===== src/rtl/mux2_rr_arbiter.sv =====
// Two-requester round-robin arbiter driving one shared 2:1 data path.
// The mux select is locked to one requester for a whole burst. A burst ends
// on the requester's last flag or when MAX_BURST beats have been transferred.
// Priority then rotates, and one IDLE cycle always separates two bursts.
//
// state | meaning
// IDLE  | no owner; all outputs low; picks the next owner from the valids
// BUSY  | path locked to sel_q; beats move on out_valid & out_ready
module mux2_rr_arbiter #(
    parameter int DW        = 8,
    parameter int MAX_BURST = 4
) (
    input  logic          clk,
    input  logic          rst,
    input  logic          in0_valid,
    input  logic [DW-1:0] in0_data,
    input  logic          in0_last,
    output logic          in0_ready,
    input  logic          in1_valid,
    input  logic [DW-1:0] in1_data,
    input  logic          in1_last,
    output logic          in1_ready,
    output logic          out_valid,
    output logic [DW-1:0] out_data,
    output logic          out_last,
    input  logic          out_ready,
    output logic [1:0]    grant,
    output logic          busy
);

    localparam int CW = (MAX_BURST > 1) ? $clog2(MAX_BURST) : 1;
    localparam logic [CW-1:0] CNT_LAST = CW'(MAX_BURST - 1);

    typedef enum logic {
        IDLE = 1'b0,
        BUSY = 1'b1
    } state_t;

    state_t        state_q, state_d;
    logic          sel_q, sel_d;
    logic          last_gnt_q, last_gnt_d;
    logic [CW-1:0] beat_cnt_q, beat_cnt_d;
    logic          xfer;

    // State and arbitration registers; reset leaves priority pointing at req0.
    always_ff @(posedge clk or posedge rst) begin
        if (rst) begin
            state_q    <= IDLE;
            sel_q      <= 1'b0;
            last_gnt_q <= 1'b1;
            beat_cnt_q <= '0;
        end else begin
            state_q    <= state_d;
            sel_q      <= sel_d;
            last_gnt_q <= last_gnt_d;
            beat_cnt_q <= beat_cnt_d;
        end
    end

    // Next-state decode plus the output mux, which is driven only while BUSY.
    always_comb begin
        state_d    = state_q;
        sel_d      = sel_q;
        last_gnt_d = last_gnt_q;
        beat_cnt_d = beat_cnt_q;
        out_valid  = 1'b0;
        out_data   = '0;
        out_last   = 1'b0;
        in0_ready  = 1'b0;
        in1_ready  = 1'b0;
        grant      = 2'b00;
        busy       = 1'b0;
        xfer       = 1'b0;

        unique case (state_q)
            IDLE: begin
                beat_cnt_d = '0;
                if (in0_valid && in1_valid) begin
                    sel_d   = ~last_gnt_q;
                    state_d = BUSY;
                end else if (in0_valid) begin
                    sel_d   = 1'b0;
                    state_d = BUSY;
                end else if (in1_valid) begin
                    sel_d   = 1'b1;
                    state_d = BUSY;
                end
            end
            BUSY: begin
                busy      = 1'b1;
                grant     = sel_q ? 2'b10 : 2'b01;
                out_data  = sel_q ? in1_data : in0_data;
                out_valid = sel_q ? in1_valid : in0_valid;
                out_last  = (sel_q ? in1_last : in0_last) | (beat_cnt_q == CNT_LAST);
                in0_ready = ~sel_q & out_ready;
                in1_ready = sel_q & out_ready;
                xfer      = out_valid & out_ready;
                // A stalled or empty cycle leaves the counter and owner alone,
                // so a requester that goes quiet keeps its grant.
                if (xfer) begin
                    if (out_last) begin
                        last_gnt_d = sel_q;
                        beat_cnt_d = '0;
                        state_d    = IDLE;
                    end else begin
                        beat_cnt_d = beat_cnt_q + CW'(1);
                    end
                end
            end
            default: state_d = IDLE;
        endcase
    end

endmodule

===== config.mk =====
export PLATFORM = sky130hd
export DESIGN_NAME = mux2_rr_arbiter
export DESIGN_NICKNAME = d
export VERILOG_FILES = /design/src/rtl/mux2_rr_arbiter.sv
export SDC_FILE = /design/constraint.sdc
export NUM_CORES = 1
export LEC_CHECK = 0
export CORE_UTILIZATION = 30
export CTS_CLUSTER_DIAMETER = 40
export DETAILED_ROUTE_END_ITERATION = 10
export MAX_ROUTING_LAYER = met4
export PLACE_DENSITY_LB_ADDON = 0.2
export SLEW_MARGIN = 20
export SYNTH_ARGS = -nofsm -noshare
export SYNTH_HDL_FRONTEND = slang
export SYNTH_SLANG_ARGS = --single-unit
export TNS_END_PERCENT = 5

===== constraint.sdc =====
create_clock -name clk -period 1.6 [get_ports clk]
set_input_delay 0.24 -clock clk [delete_from_list [all_inputs] [get_ports clk]]
set_output_delay 0.24 -clock clk [all_outputs]
set_load 0.02 [all_outputs]

==> results.md, run 1 <==
- Fin. max-slew vios: 0
- Setup slack, reg-to-reg: 0.05 ns
- Clk pwr share: 0.112
- FP Rows: 13
- WP depth: 3
- Port bufs: 37
- GRT Resource Usage Total: 0.1979
- Initial Utilization: 0.3293
- Max Root-Sink Buffers: 2
- Number of distinct library cells after synthesis: 20
- Largest net degree at the start of global routing: 14
- Top cell type's share of synthesized area: 0.2279
- Num ports: 38
- Yosys warns: 0
- Cell area power density: 1534 nW/um^2
- RSZ-0062 raised after global routing: yes
- Worst IR drop on VDD: 0.0008273 V
- Top-count cell post-synth: nor2_1
- Maximum capacitance violations: 0
- Die area: 1621 um^2
- H-tree Lvls: 1
- Vias in the first global route: 504
- Post-route DRC: 0
- Root Buffer: clkbuf_4
- Fmax achieved: 636.7 MHz
- TritonCTS clock tree: done
- CP Buf/Inv Count: 2
- Layout Cell Area excl Fill: 865.8 um^2
- Setup Viol. Count Final: 0
- Post-synth EDFFs: 0
- Crit path launch: state_q
- CTS Sinks: 5
- Vias: 537
- Crit path to: grant[0]
- Pleak: 0.0004368 uW
- Worst R2R Start: sel_q
- Post-Place Cell Area: 873.3 um^2
- Antenna Nets Post-Route: 0
- Final net count: 125
- Max incr delay on CP: 0.38 ns
- Crit share post-route: 0.9816
- Length of routed met3 wiring: 71 um
- Syn_nets: 77
- DP Cell Count: 110
- Tightest Hold Check Type: primary input to async pin
- Cell taking the most area after synthesis: dfrtp_1
- Final Hold Slack: 0.1893 ns
- Worst Setup End Kind: output pin
- Core area: 1334 um^2
- Largest delay share family, worst path: buffers and inverters
- Drt wl/cell: 12.27 um
- CP Data Required Time: 1.36 ns
- Sequential power share: 0.174
- Final Hold Violating Endpoints: 0
- DP HPWL: 1.141 mm
- NetSw: 591.8 uW
- Post-route minimum period: 1.571 ns
- Number of DRC markers in iteration 0: 7
- Critical path class: flip-flop to output pin
- FF-to-FF End: last_gnt_q
- Setup TNS: 0 ns
- Asr flop ratio synth: 1.000
- Pre-CTS setup slack: -0.2413 ns
- Die width: 40.26 um
- First-pass GRT wire length: 2.014 mm
- Synth area leaders: dfrtp_1 (23%), mux2i_1 (23%), nor2_1 (9.4%), dfstp_2 (6.0%), nand2_1 (5.1%)
- Flops & latches, synth: 5
- CTS Buf Count: 3
- Reg clk slew, reported paths: 0.05 ns
- Post-Synthesis Cells: 53
- Comb power frac: 0.713
- Startpoint types: flip-flop
- Clk_lat worst skew: 0.25 ns
- Worst relative slew slack: 0.7373
- Worst EP arrival: 1.33 ns
- CP max stage cell: dfrtp_1
- Area grow syn2layout: 97.15%
- Crit-path cells: inv_1, nor2_1, dlygate4sd2_1
- Drt pass-1 iters: 4
- Routability Congestion: 0.7178
- Skew final: 0.006515 ns
- R2R depth: 5
- Routed wire length: 1.411 mm
- Commonest cells post-synth: nor2_1 (11), mux2i_1 (10), nand2_1 (6)
- Antenna diodes: 0
- Gr ovfl total: 0
- Top_reg_cell synth: dfrtp_1
- Fraction of layout cells with a size suffix above 1: 0.2700
- Mean post-synth cell area: 8.286 um^2
- Sw frac: 0.4455
- Int Pwr: 736.5 uW
- Post-synthesis sequential area ratio: 0.2877
- WL met1: 569 um
- Slew @ Worst Pin: 0.3936 ns
- Worst Slack Setup Final: 0.02948 ns
- CP Max Fanout: 13
- Initial antenna violation count: 0
- Wire length on met2: 762 um
- Status: complete, no violations
- Die height: 40.26 um
- Mapped Area: 439.2 um^2
- Non-filler cells in the finished layout: 115
- Vias per cell: 4.670
- Uppermost routed layer: met4
kinds of logic (layout without fill, tap and decap cells):
kind of cell               count (synthesis)  after routing  share of synthesized area
and+or+nand+nor                           22             22                     0.2165
muxes                                     12             12                     0.2877
buffers and inverters                      7             54                    0.07692
AOI/OAI and AO/OA                          6              6                     0.1026
DFF                                        5              5                     0.2878
adders and majority gates                  1              1                    0.02849
state kept, by name, summed over array words and instances, names as in the netlist:
| name | cells |
|---|---|
| last_gnt_q | 1 |
| state_q | 1 |
| sel_q | 1 |
| beat_cnt_q | 2 |
placed cells by master (no fill, tap or decap), types with 2 or more instances in the layout:
| master | netlist | routed |
|---|---|---|
| buf_2 | 0 | 3 |
| nor2_1 | 11 | 11 |
| dlygate4sd2_1 | 0 | 4 |
| buf_6 | 1 | 2 |
| nand2_1 | 6 | 6 |
| o22ai_1 | 2 | 2 |
| and2_1 | 2 | 2 |
| clkdlybuf4s50_1 | 0 | 22 |
| clkbuf_4 | 0 | 3 |
| inv_1 | 3 | 3 |
| mux2i_1 | 10 | 9 |
| buf_4 | 0 | 8 |
| dfrtp_1 | 4 | 4 |
| clkbuf_2 | 0 | 7 |
area by class of cell:
type / count / area (um^2)
sequential: 5 / 126.4
multi-input combinational: 41 / 282.8
inverter: 3 / 11.26
fill: 127 / 467.9
tap: 15 / 18.77
clock buffer: 4 / 26.28
timing repair buffer: 47 / 400.4
power groups by stage:
| stage | sequential (uW) | clock [uW] | combinational [uW] |
|---|---|---|---|
| 2_1_floorplan | 221 | 0 | 597 |
| 6_report | 232 | 149 | 948 |
| 3_3_place_gp | 225 | 0 | 1020 |
| 5_1_grt | 239 | 161 | 1030 |
| 4_1_cts | 230 | 155 | 963 |
| 3_5_place_dp | 228 | 0 | 1040 |
timing repair:
item	in CTS	in global routing
buffers inserted	0	1
endpoints found under the setup margin	14	15
hold buffers	0	0
resized for setup	23	18
worst min-delay path by stage:
| stage | to | slack, ns | from |
|---|---|---|---|
| floorplan | beat_cnt_q[0] | 0.02 | rst |
| global route | beat_cnt_q[0] | 0.22 | rst |
| CTS | state_q | 0.20 | rst |
| detailed placement | beat_cnt_q[0] | 0.46 | rst |
| global placement | beat_cnt_q[0] | 0.45 | rst |
| finish | state_q | 0.19 | rst |
routing by layer:
metal  vias to the layer above  track usage
li1                        275            -
met1                       244       0.1993
met2                        16       0.3427
met3                         2      0.06111
met4                         0       0.1000
met5                         -            -
metrics by stage:
| step | power (uW) | utilization |
|---|---|---|
| after floorplan | 818.5 | - |
| after global placement | 1243 | 0.6548 |
| after detailed placement | 1267 | 0.6548 |
| after CTS | 1347 | 0.6717 |
| after global routing | 1433 | 0.6492 |
| final | 1328 | 0.6492 |
No activity file was read; power rests on OpenSTA's default activity.
==> run 2: changes to the inputs <==
- CORE_UTILIZATION: 30 -> 32
- CTS_BUF_LIST: default -> sky130_fd_sc_hd__clkbuf_8
==> run 2 against run 1 <==
  * Cell count down 0.87%
  * Hold slack improved by 0.033 ns
  * Worst setup slack worse by 0.020 ns
  * Utilization up 12 points
  * Clock power up 56%
  * First-iteration DRC count is 86% lower
  * Clock skew decreased by 0.0048 ns
  * Sequential cell count unchanged
  * Global-route usage increased by 0.46 points
  * Critical path type unchanged
  * Largest cell class unchanged
==> results.md, run 2 (synthesized netlist as in run 1, its figures left out) <==
- Slew @ Worst Pin: 0.3857 ns (was 0.3936 ns)
- Drt wl/cell: 12.65 um (was 12.27 um)
- Antenna diodes: 0 (unchanged)
- Port bufs: 37 (unchanged)
- Area grow syn2layout: 108.8% (was 97.15%)
- Die height: 39.05 um (was 40.26 um)
- Final core utilization: 0.7732 (was 0.6492)
- Cell area power density: 1567 nW/um^2 (was 1534 nW/um^2)
- Critical path class: flip-flop to output pin (unchanged)
- Core area: 1186 um^2 (was 1334 um^2)
- Skew final: 0.001702 ns (was 0.006515 ns)
- CP Max Fanout: 7 (was 13)
- Worst Setup End Kind: output pin (unchanged)
- Worst IR drop on VDD: 0.001166 V (was 0.0008273 V)
- Vias in the first global route: 477 (was 504)
- Initial Utilization: 0.3703 (was 0.3293)
- First-pass GRT wire length: 2.001 mm (was 2.014 mm)
- H-tree Lvls: 1 (unchanged)
- Tightest Hold Check Type: primary input to async pin (unchanged)
- Maximum capacitance violations: 0 (unchanged)
- Vias per cell: 4.728 (was 4.670)
- Die width: 39.05 um (was 40.26 um)
- Vias: 539 (was 537)
- Post-route DRC: 0 (unchanged)
- DP HPWL: 1.212 mm (was 1.141 mm)
- Clk_lat worst skew: 0.22 ns (was 0.25 ns)
- CTS Buf Count: 3 (unchanged)
- Post-layout total power: 1437 uW (was 1328 uW)
- Commonest non-fill, non-tap cell in the layout: clkdlybuf4s50_1 (unchanged)
- CTS Sinks: 5 (unchanged)
- Commonest non-fill, non-tap cells in the layout: clkdlybuf4s50_1 (22), nor2_1 (11), mux2i_1 (9), buf_4 (9), nand2_1 (6) (was clkdlybuf4s50_1 (22), nor2_1 (11), mux2i_1 (9), buf_4 (8), clkbuf_2 (7))
- Crit share post-route: 0.9940 (was 0.9816)
- Largest register FFs: 2 (unchanged)
- Final Hold Violating Endpoints: 0 (unchanged)
- Max Root-Sink Buffers: 2 (unchanged)
- GRT Resource Usage Total: 0.2025 (was 0.1979)
- TritonCTS clock tree: done (unchanged)
- Initial antenna violation count: 0 (unchanged)
- Antenna Nets Post-Route: 0 (unchanged)
- Total of fill cells in the finished design: 84 (was 127)
- Startpoint types: flip-flop (unchanged)
- Status: complete, no violations (unchanged)
- Post-route minimum period: 1.590 ns (was 1.571 ns)
- Fmax achieved: 628.8 MHz (was 636.7 MHz)
- Routed wire length: 1.442 mm (was 1.411 mm)
- Worst EP arrival: 1.35 ns (was 1.33 ns)
- Biggest register: beat_cnt_q (unchanged)
- Setup Viol. Count Final: 0 (unchanged)
- Fraction of layout cells with a size suffix above 1: 0.2600 (was 0.2700)
- Num ports: 38 (unchanged)
- Worst relative slew slack: 0.7426 (was 0.7373)
- Gr ovfl total: 0 (unchanged)
- Drt pass-1 iters: 4 (unchanged)
- Root Buffer: clkbuf_8 (was clkbuf_4)
- # hold bufs at CTS: 0 (unchanged)
- Post-CTS setup repair buffer count: 0 (unchanged)
- Largest net degree at the start of global routing: 14 (unchanged)
- CP Data Required Time: 1.36 ns (about the same)
- RSZ-0062 raised after global routing: yes (unchanged)
- Fin. max-slew vios: 0 (unchanged)
- Die area: 1525 um^2 (was 1621 um^2)
- Routability Congestion: 0.7137 (was 0.7178)
- Pleak: 0.0004582 uW (was 0.0004368 uW)
- Reg clk slew, reported paths: 0.04 ns (was 0.05 ns)
- Final net count: 125 (unchanged)
- Number of DRC markers in iteration 0: 1 (was 7)
- FP Rows: 12 (was 13)
[run 2: cell types whose count changed in the layout (fill, tap and decap cells not counted), sizes merged]
cell / delta
dlymetal6s2s: +1
clkdlybuf4s15: +4
buf: -1
clkinv: +1
clkbuf: -6
dlygate4sd2: +1
[run 2: metal layers]
layer	wire, um	GRT usage
met1	557	0.1958
met2	757	0.3667
met3	127	0.05202
met4	0	0.1034
met5	0	-
[run 2: final timing paths]
check / end / depth (start not counted) / startpoint / slack, ns
max in group asynchronous: last_gnt_q / 2 / rst / 1.13
min in group clk: beat_cnt_q[1] / 2 / beat_cnt_q[1] / 0.55
worst max-delay path: out_last / 3 / sel_q / 0.01
worst min register to register: beat_cnt_q[1] / 2 / beat_cnt_q[1] / 0.55
worst max register to register: last_gnt_q / 4 / sel_q / 0.12
worst min-delay path: beat_cnt_q[0] / 2 / rst / 0.22
[run 2: cell type report]
cell class,count,area (um^2),area share
timing repair buffer,47,431.7,0.4707
multi-input combinational,41,282.8,0.3083
sequential,5,127.6,0.1392
clock buffer,3,41.29,0.04502
tap,14,17.52,0.01910
inverter,3,11.26,0.01228
clock inverter,1,5.005,0.005457
[run 2: where the power goes]
group | total [uW] | switching (uW) | internal [uW]
combinational | 955 | 477 | 479
sequential | 249 | 56.3 | 192
clock | 233 | 65.4 | 168
total | 1440 | 598 | 839
[run 2: repair_timing]
| item | in CTS | in global routing |
|---|---|---|
| endpoints found under the setup margin | 14 | 11 |
| resized for setup | 26 | 9 |
| pin swaps | 0 | 0 |
| endpoints found under the hold margin | 0 | 0 |
[run 2: stage by stage]
step	setup WS, ns	hold slack (ns)	TNS [ns]	area [um^2]	std cells
6_report	0.009542	0.2220	0	917.1	114
5_1_grt	-0.05774	0.2467	-0.1367	917.1	114
2_1_floorplan	0.04725	0.01779	0	439.2	53
3_5_place_dp	-0.2064	0.4571	-1.549	879.6	110
4_1_cts	-0.2024	0.2226	-0.2024	925.9	114
3_3_place_gp	-0.1712	0.4444	-1.395	879.6	110
[run 2: worst max-delay path, cell delays in order, from the launching register on]
cell and delay [ns]:
dfrtp_2 0.44, mux2i_1 0.27, a21oi_1 0.09, dlygate4sd2_1 0.34
